==> config.mk <==
export PLATFORM = sky130hd
export DESIGN_NAME = wb_arbiter_flat
export DESIGN_NICKNAME = d
export VERILOG_FILES = /design/src/rtl/wb_arbiter_pkg.sv /design/src/rtl/wb_arbiter_if.sv /design/src/rtl/wb_fifo.sv /design/src/rtl/wb_arbiter.sv /design/src/flat_wrapper.sv
export SDC_FILE = /design/constraint.sdc
export NUM_CORES = 1
export LEC_CHECK = 0
export ABC_AREA = 1
export BUFFER_PORTS_ARGS = -buffer_cell sky130_fd_sc_hd__buf_2
export CAP_MARGIN = 5
export CORE_MARGIN = 4
export CORE_UTILIZATION = 40
export DETAILED_ROUTE_END_ITERATION = 8
export PLACE_DENSITY = 0.67
export SKIP_LAST_GASP = 1
export SLEW_MARGIN = 10
export SYNTH_ARGS = -nofsm -noshare
export SYNTH_HDL_FRONTEND = slang
export SYNTH_SLANG_ARGS = --single-unit
==> constraint.sdc <==
create_clock -name clk -period 3.85 [get_ports clk]
set_input_delay 0.77 -clock clk [delete_from_list [all_inputs] [get_ports clk]]
set_output_delay 0.77 -clock clk [all_outputs]
set_load 0.03 [all_outputs]
==> src/rtl/wb_arbiter_pkg.sv <==
// rtl/wb_arbiter_pkg.sv - shared CPU widths and writeback record
package wb_arbiter_pkg;

   localparam int REG_IDX_W = 5;
   localparam int XLEN      = 32;

   // Writeback record shared by EX/MEM stages, the ID hazard unit and the arbiter
   typedef struct packed {
      logic                 valid;
      logic [REG_IDX_W-1:0] rd;
      logic [XLEN-1:0]      data;
   } wb_rec_t;

endpackage

==> src/rtl/wb_arbiter_if.sv <==
// rtl/wb_arbiter_if.sv - writeback arbiter bus: pipeline, MDU and register-file port
interface wb_arbiter_if #(
   parameter int DEPTH = 4
);
   import wb_arbiter_pkg::*;

   logic                   pipe_valid;
   logic [REG_IDX_W-1:0]   pipe_rd;
   logic [XLEN-1:0]        pipe_data;
   logic                   mdu_valid;
   logic                   mdu_ready;
   logic [REG_IDX_W-1:0]   mdu_rd;
   logic [XLEN-1:0]        mdu_data;
   logic                   RegWrite;
   logic [REG_IDX_W-1:0]   Write_register;
   logic [XLEN-1:0]        Write_data;
   logic [(1<<REG_IDX_W)-1:0] pending_mask;
   logic [$clog2(DEPTH):0] fifo_count;

   // Producer side: pipeline, MDU and whoever observes the register-file port
   modport master (
      output pipe_valid, pipe_rd, pipe_data, mdu_valid, mdu_rd, mdu_data,
      input  mdu_ready, RegWrite, Write_register, Write_data, pending_mask, fifo_count
   );

   // Arbiter side
   modport slave (
      input  pipe_valid, pipe_rd, pipe_data, mdu_valid, mdu_rd, mdu_data,
      output mdu_ready, RegWrite, Write_register, Write_data, pending_mask, fifo_count
   );

endinterface

==> src/rtl/wb_fifo.sv <==
// rtl/wb_fifo.sv - synchronous FIFO with count/full/empty and a per-slot tag view
module wb_fifo #(
   parameter int DEPTH = 4,
   parameter int WIDTH = 37,
   parameter int TAG_W = 5
) (
   input  logic                        clk,
   input  logic                        rst_n,
   input  logic                        push,
   input  logic [WIDTH-1:0]            push_data,
   input  logic                        pop,
   output logic [WIDTH-1:0]            head,
   output logic [DEPTH-1:0][TAG_W-1:0] tags,
   output logic [DEPTH-1:0]            occupied,
   output logic [$clog2(DEPTH):0]      count,
   output logic                        full,
   output logic                        empty
);
   localparam int PW = $clog2(DEPTH);
   localparam int CW = PW + 1;

   logic [WIDTH-1:0] mem [DEPTH];
   logic [PW-1:0]    wr_ptr;
   logic [PW-1:0]    rd_ptr;
   logic             push_ok;
   logic             pop_ok;

   assign full    = (count == CW'(DEPTH));
   assign empty   = (count == '0);
   assign push_ok = push && !full;
   assign pop_ok  = pop && !empty;
   assign head    = mem[rd_ptr];

   // Expose the top TAG_W bits of every slot so the owner can decode occupancy per key
   always_comb begin
      tags = '0;
      for (int i = 0; i < DEPTH; i++) begin
         tags[i] = mem[i][WIDTH-1 -: TAG_W];
      end
   end

   // Pointers wrap naturally because DEPTH is a power of two; occupied tracks live slots
   always_ff @(posedge clk or negedge rst_n) begin
      if (!rst_n) begin
         wr_ptr   <= '0;
         rd_ptr   <= '0;
         count    <= '0;
         occupied <= '0;
      end else begin
         if (push_ok) begin
            wr_ptr           <= wr_ptr + PW'(1);
            occupied[wr_ptr] <= 1'b1;
         end
         if (pop_ok) begin
            rd_ptr           <= rd_ptr + PW'(1);
            occupied[rd_ptr] <= 1'b0;
         end
         if (push_ok && !pop_ok) begin
            count <= count + CW'(1);
         end else if (pop_ok && !push_ok) begin
            count <= count - CW'(1);
         end
      end
   end

   // Storage needs no reset: a slot is only read while occupied
   always_ff @(posedge clk) begin
      if (push_ok) begin
         mem[wr_ptr] <= push_data;
      end
   end

endmodule

==> src/rtl/wb_arbiter.sv <==
// rtl/wb_arbiter.sv - register-file write-port arbiter for pipeline and MDU results
module wb_arbiter
   import wb_arbiter_pkg::*;
#(
   parameter int DEPTH = 4
) (
   input  logic        clk,
   input  logic        rst_n,
   wb_arbiter_if.slave bus
);
   localparam int CW = $clog2(DEPTH) + 1;
   localparam int EW = REG_IDX_W + XLEN;

   logic                            push;
   logic                            pop;
   logic                            full;
   logic                            empty;
   logic                            accept;
   logic [CW-1:0]                   count;
   logic [EW-1:0]                   head;
   logic [DEPTH-1:0][REG_IDX_W-1:0] slot_rd;
   logic [DEPTH-1:0]                occupied;
   logic [(1<<REG_IDX_W)-1:0]       mask;
   wb_rec_t                         sel;

   wb_fifo #(
      .DEPTH (DEPTH),
      .WIDTH (EW),
      .TAG_W (REG_IDX_W)
   ) u_fifo (
      .clk       (clk),
      .rst_n     (rst_n),
      .push      (push),
      .push_data ({bus.mdu_rd, bus.mdu_data}),
      .pop       (pop),
      .head      (head),
      .tags      (slot_rd),
      .occupied  (occupied),
      .count     (count),
      .full      (full),
      .empty     (empty)
   );

   // Ready depends only on registered occupancy, so a same-cycle pop never raises it
   assign bus.mdu_ready  = !full;
   assign bus.fifo_count = count;
   assign accept         = bus.mdu_valid && !full;

   // Commit source: pipeline first, then FIFO head, then an MDU bypass into an idle port
   always_comb begin
      sel  = '0;
      push = 1'b0;
      pop  = 1'b0;
      if (bus.pipe_valid) begin
         sel.valid = 1'b1;
         sel.rd    = bus.pipe_rd;
         sel.data  = bus.pipe_data;
         push      = accept;
      end else if (!empty) begin
         sel.valid = 1'b1;
         sel.rd    = head[EW-1 -: REG_IDX_W];
         sel.data  = head[XLEN-1:0];
         pop       = 1'b1;
         push      = accept;
      end else if (accept) begin
         sel.valid = 1'b1;
         sel.rd    = bus.mdu_rd;
         sel.data  = bus.mdu_data;
      end
   end

   // Output register; an rd=0 commit is consumed but never raises the write enable
   always_ff @(posedge clk or negedge rst_n) begin
      if (!rst_n) begin
         bus.RegWrite       <= 1'b0;
         bus.Write_register <= '0;
         bus.Write_data     <= '0;
      end else begin
         bus.RegWrite <= sel.valid && (sel.rd != '0);
         if (sel.valid && (sel.rd != '0)) begin
            bus.Write_register <= sel.rd;
            bus.Write_data     <= sel.data;
         end
      end
   end

   // Pending registers: every queued destination plus the write currently on the port
   always_comb begin
      mask = '0;
      for (int i = 0; i < DEPTH; i++) begin
         if (occupied[i]) begin
            mask[slot_rd[i]] = 1'b1;
         end
      end
      if (bus.RegWrite) begin
         mask[bus.Write_register] = 1'b1;
      end
      mask[0] = 1'b0;
   end

   assign bus.pending_mask = mask;

endmodule

==> src/flat_wrapper.sv <==
// flat-port wrapper written by rule: the top's interface ports become plain ports
module wb_arbiter_flat import wb_arbiter_pkg::*;
#(
   parameter int DEPTH = 4
)
  (clk, rst_n, bus_pipe_valid, bus_pipe_rd, bus_pipe_data, bus_mdu_valid, bus_mdu_rd, bus_mdu_data, bus_mdu_ready, bus_RegWrite, bus_Write_register, bus_Write_data, bus_pending_mask, bus_fifo_count);
  wb_arbiter_if #(.DEPTH(DEPTH)) bus_i ();
  input  logic clk;
  input  logic rst_n;
  input wire logic [$bits(bus_i.pipe_valid)-1:0] bus_pipe_valid;
  input wire logic [$bits(bus_i.pipe_rd)-1:0] bus_pipe_rd;
  input wire logic [$bits(bus_i.pipe_data)-1:0] bus_pipe_data;
  input wire logic [$bits(bus_i.mdu_valid)-1:0] bus_mdu_valid;
  input wire logic [$bits(bus_i.mdu_rd)-1:0] bus_mdu_rd;
  input wire logic [$bits(bus_i.mdu_data)-1:0] bus_mdu_data;
  output wire logic [$bits(bus_i.mdu_ready)-1:0] bus_mdu_ready;
  output wire logic [$bits(bus_i.RegWrite)-1:0] bus_RegWrite;
  output wire logic [$bits(bus_i.Write_register)-1:0] bus_Write_register;
  output wire logic [$bits(bus_i.Write_data)-1:0] bus_Write_data;
  output wire logic [$bits(bus_i.pending_mask)-1:0] bus_pending_mask;
  output wire logic [$bits(bus_i.fifo_count)-1:0] bus_fifo_count;
  assign bus_i.pipe_valid = bus_pipe_valid;
  assign bus_i.pipe_rd = bus_pipe_rd;
  assign bus_i.pipe_data = bus_pipe_data;
  assign bus_i.mdu_valid = bus_mdu_valid;
  assign bus_i.mdu_rd = bus_mdu_rd;
  assign bus_i.mdu_data = bus_mdu_data;
  assign bus_mdu_ready = bus_i.mdu_ready;
  assign bus_RegWrite = bus_i.RegWrite;
  assign bus_Write_register = bus_i.Write_register;
  assign bus_Write_data = bus_i.Write_data;
  assign bus_pending_mask = bus_i.pending_mask;
  assign bus_fifo_count = bus_i.fifo_count;
  wb_arbiter #(.DEPTH(DEPTH)) u_core (.clk(clk), .rst_n(rst_n), .bus(bus_i));
endmodule
# ---- Yosys cells after proc, flatten, opt, wreduce, memory -nomap -nowiden
# Memory sizes are Yosys's and may differ from the RTL's.
# Index checks and enable logic that the tools add are counted.
dict set report op_classes {
  n_lt_le_gt_ge 14
  n_eq_ne 1
  muxes 32
  addsub 4
  n_reduce_logical 20
  n_bitwise 7
}
# cell n
set op_table {}
lappend op_table {{$mux 32} 5}
lappend op_table {{$or 32x32->32} 4}
lappend op_table {{$mux 38} 3}
lappend op_table {{$lt 5x6->1 const B} 5}
lappend op_table {{$demux 1 s5} 5}
lappend op_table {{$ge 5x1->1 const B} 5}
lappend op_table {{$logic_and 1x1->1} 13}
lappend op_table {{$mux 1} 13}
lappend op_table {{$mux 4} 2}
lappend op_table {{$lt 2x3->1 const B} 2}
lappend op_table {{$mux 3} 2}
lappend op_table {{$reduce_bool 5->1} 1}
lappend op_table {{$add 2x1->2 const B} 2}
lappend op_table {{$and 4x4->4} 1}
lappend op_table {{$demux 1 s2} 2}
lappend op_table {{$ge 2x1->1 const B} 2}
lappend op_table {{$logic_not 1->1} 4}
lappend op_table {{$not 4->4} 1}
lappend op_table {{$or 4x4->4} 1}
lappend op_table {{$add 3x1->3 const B} 1}
lappend op_table {{$eq 3x3->1 const B} 1}
lappend op_table {{$logic_not 3->1} 1}
lappend op_table {{$sub 3x1->3 const B} 1}
lappend op_table {{$reduce_bool 2->1} 1}
dict set report totals {
  mem_count 1
  reg_bits 49
  mem_bits_rw 148
  elab_cells 86
  output_inout_bits 74
}
# name depth width rd rd_ports_with_merged_regs wr line
set mem_list {}
lappend mem_list {u_core.u_fifo.mem 4 37 5 0 1 wb_fifo.sv:22} ;# logic [WIDTH-1:0] mem [DEPTH];

# ---- Depth between registers and ports, before layout
# An unclocked memory read counts as a cell.
dict set report depth {
  ltp_word 14
  depth_mapped 12
  depth_no_buf 10
}

# ---- By module
# Synthesis repeated with hierarchy kept, for this count alone.
dict set report hier_totals {
  hier_cells 1020
  area_unflattened_um2 9892.0
}
# module seq_area_each_um2 cells_each area_per_inst_um2 instances
set by_module_without_submodules {}
lappend by_module_without_submodules {wb_fifo 4719.5 457 6321.1 1}
lappend by_module_without_submodules {wb_arbiter 950.9 563 3570.9 1}

# ---- Least setup slack after synthesis
# Ideal clock, no wire load.
dict set report synth_timing {
  path_kind {register to register}
  startpoint {reg u_core.u_fifo.count[0]}
  endpoint {mem u_core.u_fifo.mem[0][0], enable pin}
  arrival_ns 2.854
  path_stages_with_launch 5
  slack_ns 0.563
  required_ns 3.417
  cell_sequence {dfrtp_1 nor2_4 nand2_1 nand3_1 nor2_1}
}
dict set report synth_between {
  elab_chain_cells 8
  word_cells_on_any_way 9
}
# element line
set synth_lines {}
lappend synth_lines {{start, declared} wb_fifo.sv:15} ;# output logic [$clog2(DEPTH):0] count,
lappend synth_lines {{start signal, assigned} wb_fifo.sv:59} ;# count <= count + CW'(1);
lappend synth_lines {{start signal, assigned} wb_fifo.sv:61} ;# count <= count - CW'(1);
lappend synth_lines {{$eq 3x3->1 (*)} wb_fifo.sv:28} ;# assign full = (count == CW'(DEPTH));
lappend synth_lines {{$logic_not 1->1 (*)} -}
lappend synth_lines {{via bus_mdu_ready} flat_wrapper.sv:16} ;# output wire logic [$bits(bus_i.mdu_ready)-1:0] bus_mdu_ready;
lappend synth_lines {{$logic_and 1x1->1} wb_arbiter.sv:47} ;# assign accept = bus.mdu_valid && !full;
lappend synth_lines {{$mux 1} wb_arbiter.sv:59} ;# end else if (!empty) begin
lappend synth_lines {{$mux 1} wb_arbiter.sv:54} ;# if (bus.pipe_valid) begin
lappend synth_lines {{$logic_and 1x1->1 (*)} wb_fifo.sv:30} ;# assign push_ok = push && !full;
lappend synth_lines {{$mux 1 (*)} wb_fifo.sv:68} ;# if (push_ok) begin
lappend synth_lines {{$mux 1 (implied by the code) (*)} wb_fifo.sv:69} ;# mem[wr_ptr] <= push_data;
lappend synth_lines {{end, declared} wb_fifo.sv:22}
# The timed path passes the listed nets; every way through them passes the cells marked *.

# ---- Final worst setup path
dict set report layout_timing {
  startpoint {reg u_core.bus.RegWrite}
  endpoint {out bus_pending_mask[7]}
}
dict set report layout_between {
  elab_chain_cells 1
}
# element line
set layout_lines {}
lappend layout_lines {{start, declared} wb_arbiter_if.sv:29} ;# output mdu_ready, RegWrite, Write_register, Write_data, pending_mask, fifo_count
lappend layout_lines {{start signal, assigned} wb_arbiter.sv:79} ;# bus.RegWrite <= sel.valid && (sel.rd != '0);
lappend layout_lines {{$mux 32} wb_arbiter.sv:95} ;# if (bus.RegWrite) begin
lappend layout_lines {{end, declared} flat_wrapper.sv:20} ;# output wire logic [$bits(bus_i.pending_mask)-1:0] bus_pending_mask;
# Every way passes these cells.

==> results.sh <==
export IMPL_cts_max_level=4
export IMPL_synth_area_leader_cell="edfxtp_1"
export IMPL_r2r_cells=9
export IMPL_drt_initial_drc_count=884
export IMPL_hold_path_class="in2async"
export IMPL_cts_tree="built"
export IMPL_synth_seq_cells=197
export IMPL_synthFlopType="edfxtp_1"
export IMPL_vias=8012
export IMPL_synth_cell_types=41
export IMPL_max_slew_margin_rel_pct=37.38
export IMPL_io_pins=152
export IMPL_grt_overflow_total=0
export IMPL_cp_end_kind="output pin"
export IMPL_worstPathArrival_ps=2320
export IMPL_layout_nets=1201
export IMPL_core_area_um2=23470
export IMPL_grt_use_total_pct=20.59
export IMPL_tns_ps=0
export IMPL_powerDensity_nw_per_um2=768.2
export IMPL_die_area_um2=26380
export IMPL_maxCapViolCount=0
export IMPL_numCtsBuffers=17
export IMPL_first_pass_iters=5
export IMPL_cp_max_fo=7
export IMPL_drt_wl_total_um=27390
export IMPL_synth_edf_count=148
export IMPL_root_buffer="clkbuf_16"
export IMPL_start_util_pct=40.64
export IMPL_netlist_area_um2=9539
export IMPL_fill_cells=2208
export IMPL_ant_nets=0
export IMPL_drv_slew=0
export IMPL_regArea_um2=5672
export IMPL_insertion_delay_ps=420
export IMPL_syn2layout_area_growth_pct=17.33
export IMPL_period_share_pct=80.23
export IMPL_grt_pass1_vias=7674
export IMPL_async_flop_share_pct=24.87
export IMPL_hold_slack_ps=365.9
export IMPL_place_gp_congestion=0.9607
export IMPL_clock_sinks=197
export IMPL_cts_resized=0
export IMPL_grt_max_degree=69
export IMPL_critPathLaunchType="register"
export IMPL_cp_required_ps=3080
export IMPL_hpwl_um=18390
export IMPL_ctsHoldBuffers=0
export IMPL_clk_path_buf_depth=2
export IMPL_yosys_area_top_type_share_pct=46.59
export IMPL_syn_area_per_cell_um2=9.804
export IMPL_setup_viol=0
export IMPL_syn_num_nets=1061
export IMPL_worstSetupPathType="reg2out"
export IMPL_drive_gt1_share_pct=19.01
export IMPL_skew_ps=10.19
export IMPL_grt_pass1_wl_um=42770
export IMPL_postCtsSetupBuffers=0
export IMPL_netlist_top_cells_area="edfxtp_1 (47%), dfrtp_1 (13%), nand2_1 (8.3%), nand3_1 (4.8%), o22ai_1 (3.7%)"
export IMPL_power_leakage_nw=4.545
export IMPL_vdd_drop_max_mv=0.3964
export IMPL_antenna_found_initial=1
export IMPL_ys_warn_count=0
export IMPL_multi_input_area_um2=3397
export IMPL_status="completed"
export IMPL_final_min_clock_period_ps=3089
export IMPL_die_h_um=162.4
export IMPL_worst_slew_pin_slew_ps=932.1
export IMPL_die_w_um=162.4
export IMPL_avgViaCountPerCell=5.541
export IMPL_rsz0062_at_grt="false"
export IMPL_io_buffers=150
export IMPL_syn_inst=973
export IMPL_num_rows=56
export IMPL_hold_viol=0
export IMPL_path_clk_slew_ps=70
export IMPL_routedWlPerCell_um=18.94
export IMPL_drc=0
export IMPL_ys_seq_area_share_pct=59.44
export IMPL_max_freq_ghz=0.3238
-- synth_stat cells (4+ instances only) --
| cell type | count |
|---|---|
| o21ai_0 | 69 |
| buf_6 | 5 |
| a2bb2oi_1 | 4 |
| nand2_1 | 211 |
| a22oi_1 | 17 |
| o221ai_1 | 13 |
| nor2_1 | 78 |
| o211ai_1 | 10 |
| inv_1 | 68 |
| buf_2 | 11 |
| buf_4 | 4 |
| nor3_1 | 41 |
| nand3_1 | 92 |
| edfxtp_1 | 148 |
| a21oi_1 | 26 |
| dfrtp_1 | 49 |
| clkbuf_1 | 25 |
| o22ai_1 | 57 |
| ha_1 | 9 |
-- kinds of logic after synthesis --
kind of cell,share of synthesized area (%)
simple gates,19.91
compound gates,13.47
flops,59.44
buf+inv,5.260
fa+ha+maj,1.390
xor+xnor,0.3673
other cells,0.03931
mux,0.1180
-- metrics by stage --
| stage | cell area [um2] | instances | utilization (%) | power [mW] | worst slack, ps |
|---|---|---|---|---|---|
| finish | 11190 | 1446 | 47.68 | 8.598 | 761.3 |
| global route | 11190 | 1445 | 47.67 | 9.094 | 650.2 |
| CTS | 11190 | 1445 | 47.67 | 8.617 | 805.8 |
| detailed placement | 10620 | 1413 | 45.23 | 6.889 | 607.8 |
| global placement | 10620 | 1413 | 45.23 | 6.822 | 744.3 |
| floorplan | 9539 | 973 | - | 5.731 | 562.6 |
-- power by group --
part / switching (mW) / total (mW) / internal [mW] / leakage, nW
Combinational: 2.62 / 3.60 / 0.984 / 2.34
Sequential: 0.370 / 3.27 / 2.90 / 1.94
Clock: 0.741 / 1.73 / 0.989 / 0.269
-- worst max-delay path, stage by stage (launching register included) --
cell and delay [ps]:
dfrtp_1 550, inv_1 130, nor3_1 540, inv_1 200
o221ai_1 240, buf_2 240
-- final timing paths --
| path | slack, ps | from | to |
|---|---|---|---|
| max in group asynchronous | 2660 | rst_n | u_core.bus.Write_data[10] |
| setup reg to reg | 1030 | u_core.u_fifo.rd_ptr[1] | u_core.bus.Write_data[23] |
| hold reg to reg | 510 | u_core.bus.Write_data[29] | u_core.bus.Write_data[29] |
| min in group clk | 510 | u_core.bus.Write_data[29] | u_core.bus.Write_data[29] |
| hold / removal | 370 | rst_n | u_core.u_fifo.wr_ptr[1] |
| setup / recovery | 760 | u_core.bus.RegWrite | bus_pending_mask[7] |
-- routing by layer --
metal  global-route usage (%)  vias to the layer above  wire [um]
met3                    4.657                       22       2233
met2                    34.26                      362      13110
met4                    4.037                        2        192
met1                    28.02                     3876      11850
met5                        0                        -          7
li1                         -                     3750          -
-- sequential cells by signal, indices dropped and copies added (netlist names) --
| name | cells |
|---|---|
| u_core.bus.Write_register | 5 |
| u_core.u_fifo.wr_ptr | 2 |
| u_core.bus.Write_data | 32 |
| u_core.u_fifo.occupied | 4 |
| u_core.u_fifo.mem | 148 |
| u_core.u_fifo.count | 3 |
| u_core.bus.RegWrite | 1 |
| u_core.u_fifo.rd_ptr | 2 |
-- cell usage in the layout (no fill, tap or decap), drive strengths merged --
master / Yosys / layout
a21oi: 27 / 27
buf: 20 / 166
a2bb2oi: 4 / 4
o21bai: 1 / 1
a211o: 2 / 2
clkbuf: 25 / 23
fa: 1 / 1
bufinv: 0 / 2
clkinv: 0 / 3
o22ai: 57 / 57
diode: 0 / 1
nand3: 96 / 96
o2111ai: 3 / 3
conb: 1 / 1
o21ai: 71 / 71
a31oi: 1 / 1
nand3b: 1 / 1
nand4: 1 / 1
o211ai: 10 / 10
xor2: 3 / 3
dfrtp: 49 / 49
nor2: 84 / 84
a221oi: 2 / 2
o221ai: 13 / 13
or2: 1 / 1
mux2: 1 / 1
inv: 71 / 72
ha: 9 / 9
nand2: 212 / 212
clkinvlp: 0 / 3
nor3: 41 / 41
edfxtp: 148 / 148
xnor2: 1 / 1
a22oi: 17 / 17
-- layout make-up --
type,instances,share of cell area [%]
Clock buffer,23,4.181
Timing Repair Buffer,166,7.893
Clock inverter,9,0.9279
Multi-Input combinational cell,660,30.35
Inverter,71,2.381
Tap cell,319,3.566
Antenna cell,1,0.02236
Sequential cell,197,50.68
Note: power is estimated with default switching activity, not from simulation.
